===== src/rtl/prim_rr_arb_pkg.sv =====
// prim_rr_arb_pkg: shared types for the registered round-robin arbiter
package prim_rr_arb_pkg;

    typedef enum logic [1:0] {
        IdleSt  = 2'b00,
        GrantSt = 2'b01
    } arb_state_e;

endpackage


===== src/rtl/prim_rr_arb_pick.sv =====
// prim_rr_arb_pick: combinational round-robin pick of the first request at or above ptr, wrapping modulo N
module prim_rr_arb_pick #(
    parameter int N    = 8,
    parameter int IdxW = $clog2(N)
) (
    input  logic [N-1:0]    i_req,
    input  logic [IdxW-1:0] i_ptr,
    output logic [N-1:0]    o_onehot,
    output logic [IdxW-1:0] o_idx,
    output logic            o_any
);
    localparam int L = $clog2(N);
    localparam int P = 1 << L;

    logic [N-1:0]       w_mask;
    logic [1:0][N-1:0]  w_in;
    logic               w_masked_any;
    logic [L-1:0]       w_sel;

    for (genvar i = 0; i < N; i++) begin : g_mask
        assign w_mask[i] = i_ptr <= IdxW'(i);
    end

    assign w_in[0] = i_req & w_mask;
    assign w_in[1] = i_req;

    for (genvar p = 0; p < 2; p++) begin : g_pass
        for (genvar l = 0; l <= L; l++) begin : g_lvl
            localparam int W = P >> l;
            logic [W-1:0]        w_v;
            logic [W-1:0][L-1:0] w_x;
            for (genvar i = 0; i < W; i++) begin : g_node
                if (l == 0) begin : g_leaf
                    if (i < N) begin : g_real
                        assign w_v[i] = w_in[p][i];
                    end else begin : g_pad
                        assign w_v[i] = 1'b0;
                    end
                    assign w_x[i] = L'(i);
                end else begin : g_inner
                    assign w_v[i] = g_lvl[l-1].w_v[2*i] | g_lvl[l-1].w_v[2*i+1];
                    assign w_x[i] = g_lvl[l-1].w_v[2*i] ? g_lvl[l-1].w_x[2*i] : g_lvl[l-1].w_x[2*i+1];
                end
            end
        end
    end

    assign w_masked_any = g_pass[0].g_lvl[L].w_v[0];
    assign o_any        = g_pass[1].g_lvl[L].w_v[0];
    assign w_sel        = w_masked_any ? g_pass[0].g_lvl[L].w_x[0] : g_pass[1].g_lvl[L].w_x[0];
    assign o_idx        = o_any ? IdxW'(w_sel) : '0;
    assign o_onehot     = o_any ? ({{(N-1){1'b0}}, 1'b1} << o_idx) : '0;

endmodule


===== src/rtl/prim_rr_arb_onehot.sv =====
// prim_rr_arb_onehot: registered round-robin arbiter with onehot/index grant and valid/ready handshake
module prim_rr_arb_onehot
    import prim_rr_arb_pkg::*;
#(
    parameter int N    = 8,
    parameter int IdxW = $clog2(N)
) (
    input  logic            clk_i,
    input  logic            rst_i,
    input  logic [N-1:0]    req_i,
    input  logic            ready_i,
    output logic            valid_o,
    output logic [N-1:0]    gnt_oh_o,
    output logic [IdxW-1:0] idx_o,
    output logic [N-1:0]    ack_o
);
    arb_state_e      r_state, w_state_n;
    logic            r_valid, w_valid_n;
    logic [N-1:0]    r_gnt, w_gnt_n;
    logic [IdxW-1:0] r_idx, w_idx_n;
    logic [IdxW-1:0] r_ptr, w_ptr_n;
    logic            w_hs;
    logic [IdxW:0]   w_inc;
    logic [IdxW-1:0] w_ptr_inc;
    logic [IdxW-1:0] w_pick_ptr;
    logic [N-1:0]    w_pick_req;
    logic [N-1:0]    w_pick_oh;
    logic [IdxW-1:0] w_pick_idx;
    logic            w_pick_any;

    assign w_hs       = r_valid & ready_i;
    assign w_inc      = {1'b0, r_idx} + (IdxW+1)'(1);
    assign w_ptr_inc  = (w_inc == (IdxW+1)'(N)) ? '0 : w_inc[IdxW-1:0];
    assign w_pick_req = (r_state == GrantSt) ? (req_i & ~r_gnt) : req_i;
    assign w_pick_ptr = w_hs ? w_ptr_inc : r_ptr;

    prim_rr_arb_pick #(
        .N    (N),
        .IdxW (IdxW)
    ) u_pick (
        .i_req    (w_pick_req),
        .i_ptr    (w_pick_ptr),
        .o_onehot (w_pick_oh),
        .o_idx    (w_pick_idx),
        .o_any    (w_pick_any)
    );

    // next grant: pick from IDLE, hold until handshake, then chain to the next requester or drain
    always_comb begin
        w_state_n = r_state;
        w_valid_n = r_valid;
        w_gnt_n   = r_gnt;
        w_idx_n   = r_idx;
        w_ptr_n   = r_ptr;
        case (r_state)
            IdleSt: begin
                if (w_pick_any) begin
                    w_state_n = GrantSt;
                    w_valid_n = 1'b1;
                    w_gnt_n   = w_pick_oh;
                    w_idx_n   = w_pick_idx;
                end
            end
            GrantSt: begin
                if (w_hs) begin
                    w_ptr_n   = w_ptr_inc;
                    w_state_n = w_pick_any ? GrantSt : IdleSt;
                    w_valid_n = w_pick_any;
                    w_gnt_n   = w_pick_oh;
                    w_idx_n   = w_pick_idx;
                end
            end
            default: begin
                w_state_n = IdleSt;
                w_valid_n = 1'b0;
                w_gnt_n   = '0;
                w_idx_n   = '0;
            end
        endcase
    end

    // state, grant and priority pointer registers
    always_ff @(posedge clk_i) begin
        if (rst_i) begin
            r_state <= IdleSt;
            r_valid <= 1'b0;
            r_gnt   <= '0;
            r_idx   <= '0;
            r_ptr   <= '0;
        end else begin
            r_state <= w_state_n;
            r_valid <= w_valid_n;
            r_gnt   <= w_gnt_n;
            r_idx   <= w_idx_n;
            r_ptr   <= w_ptr_n;
        end
    end

    assign valid_o  = r_valid;
    assign gnt_oh_o = r_gnt;
    assign idx_o    = r_idx;
    assign ack_o    = r_gnt & {N{w_hs}};

    a_valid_any: assert property (@(posedge clk_i) disable iff (rst_i) valid_o == (|gnt_oh_o));
    a_onehot0:   assert property (@(posedge clk_i) disable iff (rst_i) $onehot0(gnt_oh_o));
    a_idx_match: assert property (@(posedge clk_i) disable iff (rst_i) gnt_oh_o[idx_o] == valid_o);
    a_stable:    assert property (@(posedge clk_i) disable iff (rst_i)
                                  valid_o && !ready_i |=> $stable(gnt_oh_o) && $stable(idx_o));

endmodule


===== config.mk =====
export PLATFORM = sky130hd
export DESIGN_NAME = prim_rr_arb_onehot
export DESIGN_NICKNAME = d
export VERILOG_FILES = /design/src/rtl/prim_rr_arb_pkg.sv /design/src/rtl/prim_rr_arb_pick.sv /design/src/rtl/prim_rr_arb_onehot.sv
export SDC_FILE = /design/constraint.sdc
export NUM_CORES = 1
export LEC_CHECK = 0
export ABC_AREA = 1
export CORE_ASPECT_RATIO = 0.75
export CORE_UTILIZATION = 52
export DETAILED_ROUTE_END_ITERATION = 8
export GPL_ROUTABILITY_DRIVEN = 0
export PLACE_DENSITY = 0.93
export SLEW_MARGIN = 20
export SYNTH_ARGS = -nofsm -noshare
export SYNTH_HDL_FRONTEND = slang
export SYNTH_HIERARCHICAL = 1
export SYNTH_SLANG_ARGS = --single-unit
export TNS_END_PERCENT = 30

===== constraint.sdc =====
create_clock -name clk_i -period 5.3 [get_ports clk_i]
set_clock_uncertainty 0.15 [all_clocks]
set_input_delay 1.06 -clock clk_i [delete_from_list [all_inputs] [get_ports clk_i]]
set_output_delay 1.06 -clock clk_i [all_outputs]
set_load 0.005 [all_outputs]

==> summary.txt <==
Run status
  • Outcome: complete, but fails checks
  • Failing checks: DRC

Synth
  • Yosys reg bits: 15
  • Yosys synthesis warning count: 6
  • Yosys top cell area share: 24.9%
  • Cell count after synthesis: 190
  • Area leader, netlist: dfxtp_1
  • Dominant cells by area after synthesis: dfxtp_1 25%, nand2_1 12%, nor2_1 10%, inv_1 8.4%, nand3_1 8.3%
  • Sequential area share after synthesis: 24.9%
  • Synth Area per Inst: 6.35 um2
  • Syn_nets: 202
  • Synth unique cells: 22
  • Mapped Area: 0.00121 mm2

Clock tree
  • Clk pin slew, worst setup/hold paths: 90 ps
  • Post-CTS Setup Repair Bufs: 0
  • Clock Path Buffers: 2
  • Clock latency on the worst-skew pair: 290 ps
  • CTS Buf Count: 3
  • Post-CTS sizing: 0
  • H-tree depth: 1
  • Clock root buffer: clkbuf_4
  • CTS tree: yes
  • Sink Count: 15
  • Cts hold-fix bufs: 0

STA
  • Final setup violation count: 0
  • Final hold viol count: 0
  • Worst slew pin tran: 745 ps
  • Relative slew slack: 50.2%
  • RSZ-0062 raised after global routing: no
  • Fin. max-slew vios: 0
  • Fmax: 252 MHz
  • Hold slack: 403 ps
  • Setup TNS: 0 ps
  • Tmin final: 3970 ps
  • Period utilisation layout: 74.8%

GRT
  • Global router's overall resource usage: 23.9%
  • Vias in the first global route: 1018
  • First-pass GRT wire length: 4.51 mm
  • Antenna violations before repair: 0
  • Overflow after GRT: 0
  • Largest net degree at the start of global routing: 26

Cells and area
  • Final instance area: 0.00149 mm2
  • Layout cell share with drive strength beyond 1: 15.1%
  • Area of the multi-input gates: 716 um2
  • Reg area: 300 um2
  • Most frequent cells in the layout: 40 x nand2_1, 33 x nor2_1, 30 x clkdlybuf4s50_1
  • Most common cell after layout, fill and taps aside: nand2_1
  • Layout fillers: 194
  • Final net count: 231
  • Syn-to-layout area delta: 23.2%
  • # diodes: 0

Floorplanning
  • Core Region: 0.00210 mm2
  • Die width: 57.6 um
  • Initial Utilization: 57.4%
  • Chip Height: 43.7 um
  • Die area: 0.00252 mm2
  • Ports: 31
  • Row count: 14

Worst setup path
  • Crit-path cells: clkdlybuf4s50_1 > nand2_1 > nor2_1 > clkdlybuf4s50_1
  • CP Capture Type: output port
  • CP most frequent cell: clkdlybuf4s50_1
  • CP arrival: 2760 ps
  • Crit path required time: 4090 ps
  • CP Max Fanout: 25
  • Worst Path Buf+Inv: 2
  • CP peak stage delay: 530 ps
  • Reg2reg setup slack: 2090 ps
  • Crit Path Class: input port to output port
  • CP top delay family: buffers and inverters
  • Crit start category: input port
  • CP max stage cell: clkdlybuf4s50_1

Drt
  • Avg Vias per Cell: 5.01
  • First DRT Iteration DRCs: 70
  • ANT nets after route: 0
  • Drt pass-1 iters: 7
  • Via count: 1213
  • DRC violations left: 3
  • Total Wirelength: 2.66 mm
  • Drt wl/cell: 11.0 um

Pwr
  • Pint: 0.214 mW
  • Clock power frac: 19.5%
  • Power density over the cells: 227 mW/mm2
  • Peak supply drop: 189 uV
  • P_sw: 0.124 mW
  • Leakage: 0.704 nW
  • Flop pwr share: 38.8%
  • Comb pwr share: 41.7%
  • Sw frac: 36.8%

Placement
  • HPWL after detailed placement: 2.06 mm
  • I/O Buffers: 30
  • Placed inst area: 0.00146 mm2

Hold path
  • Worst hold path class: register to register

Job
  • Max Cap Viol: 0
[sequential cells by signal, indices dropped and copies added, names as in the netlist]
register	count
idx_o	3
valid_o	1
r_ptr	3
gnt_oh_o	8
[metal layers]
metal	wire [um]	GRT usage [%]
met1	1280	31.4
met2	1160	40.0
met3	203	6.57
met4	19	4.39
met5	0	0
[worst reg2reg max path, stage by stage (launching register included)]
cell and delay (ps):
dfxtp_1 670, nand2_1 590, o21ai_0 470, inv_1 140, nand3b_2 260, nand2_2 120, nor2_4 50, nand3_1 110
nand2_1 70, nor2_2 130, nand2_1 90, nor2_1 150, nor2_2 60, nor2_1 90
[worst paths after layout]
path                            startpoint          end  depth (start not counted)
worst min register to register    r_ptr[2]     r_ptr[2]                          4
worst max-delay path               ready_i     ack_o[5]                          4
worst max register to register     valid_o  gnt_oh_o[3]                         13
worst min-delay path              r_ptr[2]     r_ptr[2]                          4
[per-stage QoR]
stage                     power, mW  cells  setup WS, ps  utilization (%)
after floorplan               0.234    190          2570                -
after global placement        0.272    238          1400             69.5
after detailed placement      0.274    238          1330             69.5
after CTS                     0.341    242          1330             70.8
after global routing          0.365    242          1150             70.8
final                         0.338    242          1330             70.8
[power groups by stage]
stage / combinational [mW] / sequential, mW / clock [mW]
after floorplan: 0.102 / 0.132 / 0
after global placement: 0.138 / 0.134 / 0
after detailed placement: 0.140 / 0.134 / 0
after CTS: 0.141 / 0.131 / 0.0686
after global routing: 0.159 / 0.133 / 0.0728
final: 0.141 / 0.131 / 0.0660
[final cells by class]
class                   count  share of cell area (%)
inverters                  30                    7.74
flip-flops and latches     15                    20.2
well taps                  24                    2.02
multi-input cells         139                    48.1
clock buffers               4                    1.77
repair buffers             30                    20.2
[cells by family (layout without fill, tap and decap cells)]
logic type                 Yosys count  count (layout)  share of synthesized area, %
and+or+nand+nor                    122             122                          49.7
buffers and inverters               36              64                          15.9
AOI/OAI and AO/OA                   16              16                          8.50
DFF                                 15              15                          24.9
adders and majority gates            1               1                          1.04
[cell usage after synthesis]
master	number
a21boi_0	8
a21oi_1	3
buf_12	1
buf_6	5
dfxtp_1	15
ha_1	1
inv_1	27
inv_2	2
inv_4	1
nand2_1	40
nand2_2	4
nand2_4	3
nand3_1	20
nand3_2	1
nand3b_1	1
nand3b_2	1
nand4_1	1
nor2_1	33
nor2_2	14
nor2_4	4
o21ai_0	4
o21bai_1	1
Note: power is estimated with default switching activity, not from simulation.
==> variant 1 (config.mk and constraints unchanged) <==
`N` is set to 8 in 2 places; all go to 16.
--- a/src/rtl/prim_rr_arb_pick.sv
+++ b/src/rtl/prim_rr_arb_pick.sv
@@ -1,6 +1,6 @@
 // prim_rr_arb_pick: combinational round-robin pick of the first request at or above ptr, wrapping modulo N
 module prim_rr_arb_pick #(
-    parameter int N    = 8,
+    parameter int N    = 16,
     parameter int IdxW = $clog2(N)
 ) (
     input  logic [N-1:0]    i_req,
--- a/src/rtl/prim_rr_arb_onehot.sv
+++ b/src/rtl/prim_rr_arb_onehot.sv
@@ -2,7 +2,7 @@
 module prim_rr_arb_onehot
     import prim_rr_arb_pkg::*;
 #(
-    parameter int N    = 8,
+    parameter int N    = 16,
     parameter int IdxW = $clog2(N)
 ) (
     input  logic            clk_i,
Ports: changed (resized ack_o, gnt_oh_o, idx_o and req_i); port bits go from 31 to 56. No check against the original RTL was run, so the function may have changed too.
==> variant 1 against the unedited design <==
- total power grew 53%
- register-to-register slack worse by 460 ps
- synthesized area grew 70%
- routed wire length grew 110%
- sequential cell count up 10
- cell area grew 74%
- setup slack got worse by 160 ps
- first-iteration DRC count rose by 130%
==> variant 1: results (changes against the unedited design) <==
GR Util met2 = 0.403 (was 0.400)
DP Area = 0.00254 mm² (was 0.00146 mm²)
first-pass GRT wire length = 8.82 mm (was 4.51 mm)
Int Power = 0.330 mW (was 0.214 mW)
total track usage = 0.271 (was 0.239)
Worst Path Max Fanout = 41 (was 25)
total number of vias = 2271 (was 1213)
HP Class = flip-flop to flip-flop (unchanged)
Nets = 402 (was 231)
DRT met1 WL = 2.60 mm (was 1.28 mm)
hpwl dp = 4.19 mm (was 2.06 mm)
Synth async-reset ratio = 0 (unchanged)
clock insertion delay at the later pin of the skew report = 270 ps (was 290 ps)
vias in the first global route = 1896 (was 1018)
metal3 WL = 487 µm (was 203 µm)
Post-Syn Nets = 357 (was 202)
Top Family by Delay on Critical Path = simple AND/OR/NAND/NOR gates (was buffers and inverters)
Synth area leaders = dfxtp_1, nor2_1, nand2_1, nand3_1, inv_1 (was dfxtp_1, nand2_1, nor2_1, inv_1, nand3_1)
pre-CTS WS = 987 ps (was 1330 ps)
Arr. time, crit path = 4160 ps (was 2760 ps)
critical path's largest stage delay = 460 ps (was 530 ps)
Non-Filler Instances = 433 (was 242)
met1 GRT Util = 0.390 (was 0.314)
FILL cells = 317 (was 194)
DR WL met2 = 2.34 mm (was 1.16 mm)
drt wl/cell = 12.7 µm (was 11.0 µm)
Commonest cells post-synth = nor2_1, nand2_1, nand3_1, inv_1, a21oi_1 (was nand2_1, nor2_1, inv_1, nand3_1, dfxtp_1)
IO Port Bufs = 55 (was 30)
largest net degree at the start of global routing = 42 (was 26)
maximum vdd drop = 0.000165 V (was 0.000189 V)
GR Util met3 = 0.0700 (was 0.0657)
Synth cell types = 31 (was 22)
final instance area = 0.00258 mm² (was 0.00149 mm²)
status = finished clean (was finished with violations)
Antenna Cells = 0 (unchanged)
initial antenna violation count = 0 (unchanged)
syn_area_per_cell = 6.09 µm² (was 6.35 µm²)
Worst path slowest cell = clkdlybuf4s50_1 (unchanged)
post-synthesis sequential area ratio = 0.244 (was 0.249)
Worst Tran Pin Value = 881 ps (was 745 ps)
drt pass-1 iters = 6 (was 7)
Pleak = 1.04 nW (was 0.704 nW)
DRT iter0 DRCs = 164 (was 70)
number of flip-flops in the largest register = 16 (was 8)
layout cells sized above 1 = 0.0761 (was 0.151)
H-tree depth = 1 (unchanged)
CTS clock-pin slew for the worst setup and hold paths = 80 ps
buffers inserted by post-CTS timing repair = 0 (unchanged)
Clock Tree Root = clkbuf_8 (was clkbuf_4)
variant 1: changes by cell type in the layout (fill, tap and decap cells not counted), moves of 3 or more:
cell             unedited run  this run
nor2_2                     14         4
inv_2                       2         5
inv_1                      27        41
nor2_1                     33        64
or2_1                       0         3
nand3_1                    20        45
a21boi_0                    8        16
clkbuf_4                    3         0
clkdlybuf4s50_1            30        55
dfxtp_1                    15        25
a21oi_1                     3        26
clkbuf_8                    0         3
nand2_1                    40        60
o21ai_2                     0         3
variant 1: area by class of cell:
class,count,area (µm²),share of cell area
Inverter,46,173,0.0668
Sequential cell,25,500,0.194
Tap cell,52,65.1,0.0252
Timing Repair Buffer,55,551,0.213
Multi-Input combinational cell,251,1250,0.484
Clock buffer,4,45.0,0.0174
variant 1: power groups by stage:
stage	logic (mW)	clock network, mW	registers, mW
detailed placement	0.187	0	0.217
finish	0.192	0.113	0.213
CTS	0.189	0.114	0.213
global route	0.213	0.125	0.215
floorplan	0.137	0	0.213
global placement	0.184	0	0.216
variant 1: worst reg2reg max path: cells and delay by family (launching register included):
family | cells | cell delay (ps)
buffers and inverters | 3 | 500
AND/OR/NAND/NOR | 14 | 1970
flip-flops | 1 | 750
AO/OA/AOI/OAI | 2 | 210
variant 1: final timing paths:
kind	end	depth (start not counted)	from	slack, ps
max	gnt_oh_o[7]	17	ready_i	1180
min	r_ptr[2]	2	r_ptr[2]	330
max reg2reg	gnt_oh_o[7]	19	valid_o	1630
min reg2reg	r_ptr[2]	2	r_ptr[2]	330
variant 1: logic make-up after synthesis:
logic type / synth area share
compound gates: 0.163
fa+ha+maj: 0.00609
simple gates: 0.435
buf+inv: 0.147
flops: 0.244
xor+xnor: 0.00427
==> variant 2 (same settings) <==
Made on the original files. Reset style: asynchronous (`rst_i`), changed in one clocked block.
--- a/src/rtl/prim_rr_arb_onehot.sv
+++ b/src/rtl/prim_rr_arb_onehot.sv
@@ -80,7 +80,7 @@
     end
 
     // state, grant and priority pointer registers
-    always_ff @(posedge clk_i) begin
+    always_ff @(posedge clk_i or posedge rst_i) begin
         if (rst_i) begin
             r_state <= IdleSt;
             r_valid <= 1'b0;
Formal check against the unedited RTL: differs if rst_i is asserted again (counterexample within 4 cycles, from zero or initial values and one cycle with rst_i high); with rst_i held inactive, the same outputs for 10 cycles.
==> variant 2 against the unedited design <==
- core utilization rose by 0.22 points
- largest cell class unchanged
- synthesized area fell by 6.3%
- highest routed layer unchanged
- routed wire length rose by 4.7%
- setup slack improved by 270 ps
- sequential cell count did not move
- critical endpoint is now ack_o[0]
- non-clock buffer count did not move
- cell area fell by 3.0%
- global-route usage rose by 0.99 points
- synthesized cell count fell by 12%
Power is not compared: it rests on default switching activity, and its combinational part moved more than twofold at a synthesized area within 25%.
==> variant 2: results (changes against the unedited design) <==
Setup Viol. Count Final = 0 (unchanged)
metal3 WL = 192 µm (was 203 µm)
Synth cell types = 21 (was 22)
largest net degree at the start of global routing = 27 (was 26)
critical path's largest stage delay = 550 ps (was 530 ps)
Synth area leaders = dfrtp_1, nand2_1, nand3_1, nor2_1, inv_1 (was dfxtp_1, nand2_1, nor2_1, inv_1, nand3_1)
Post-Synth Adder-Cell Area = 0.0111 (was 0.0104)
Post-Syn Nets = 180 (was 202)
total track usage = 0.249 (was 0.239)
DP Area = 0.00141 mm² (was 0.00146 mm²)
placed cells = 217 (was 238)
dominant synthesized flop cell = dfrtp_1 (was dfxtp_1)
layout cells sized above 1 = 0.107 (was 0.151)
vias in the first global route = 1098 (was 1018)
Area Overhead vs Synth = 27.5% (was 23.2%)
DRT met1 WL = 1.22 mm (was 1.28 mm)
drt pass-1 iters = 4 (was 7)
hpwl dp = 2.07 mm (was 2.06 mm)
DRT iter0 DRCs = 64 (was 70)
Synth async-reset ratio = 1.00 (was 0)
Bufs on Longest Clock Path = 2 (unchanged)
pre-CTS WS = 1600 ps (was 1330 ps)
mux contribution to synthesized area = 0 (unchanged)
final WL = 2.78 mm (was 2.66 mm)
first-pass GRT wire length = 4.58 mm (was 4.51 mm)
Clock Tree Root = clkbuf_4 (unchanged)
DRC errors left = 0 (was 3)
FILL cells = 161 (was 194)
CTS clock-pin slew for the worst setup and hold paths = 110 ps (was 90 ps)
Arr. time, crit path = 2480 ps (was 2760 ps)
GR Util met3 = 0.0556 (was 0.0657)
Nets = 210 (was 231)
total number of vias = 1191 (was 1213)
DR WL met2 = 1.35 mm (was 1.16 mm)
post-synthesis sequential area ratio = 0.332 (was 0.249)
Worst Tran Pin Value = 573 ps (was 745 ps)
Worst Path Max Fanout = 26 (was 25)
status = finished clean (was finished with violations)
syn_area_per_cell = 6.73 µm² (was 6.35 µm²)
## variant 2: changes by cell type after synthesis, moves of 2 or more
cell     change
nand2_1     +14
o21ai_0      -2
buf_6        -2
dfxtp_1     -15
inv_1        -9
o21ai_1      +2
nor2_1      -13
buf_4        +2
dfrtp_1     +15
nor2_2      -11
## variant 2: final timing paths
check	end	start	slack, ps	depth (start not counted)
hold / removal	r_ptr[2]	r_ptr[2]	340	2
setup / recovery	ack_o[0]	ready_i	1610	4
setup reg to reg	gnt_oh_o[6]	valid_o	2730	15
hold reg to reg	r_ptr[2]	r_ptr[2]	340	2
min in group asynchronous	gnt_oh_o[6]	rst_i	950	2
max in group asynchronous	gnt_oh_o[0]	rst_i	3660	2
## variant 2: cell type report
type,count,share of cell area
clock buffer,3,0.0156
clock inverter,1,0.00520
sequential,15,0.260
multi-input combinational,127,0.435
tap,24,0.0208
inverter,21,0.0546
timing repair buffer,30,0.208
## variant 2: critical path: cells and delay by family
kind          cells  cell delay, ps
buf+inv           2            1070
simple gates      2             340
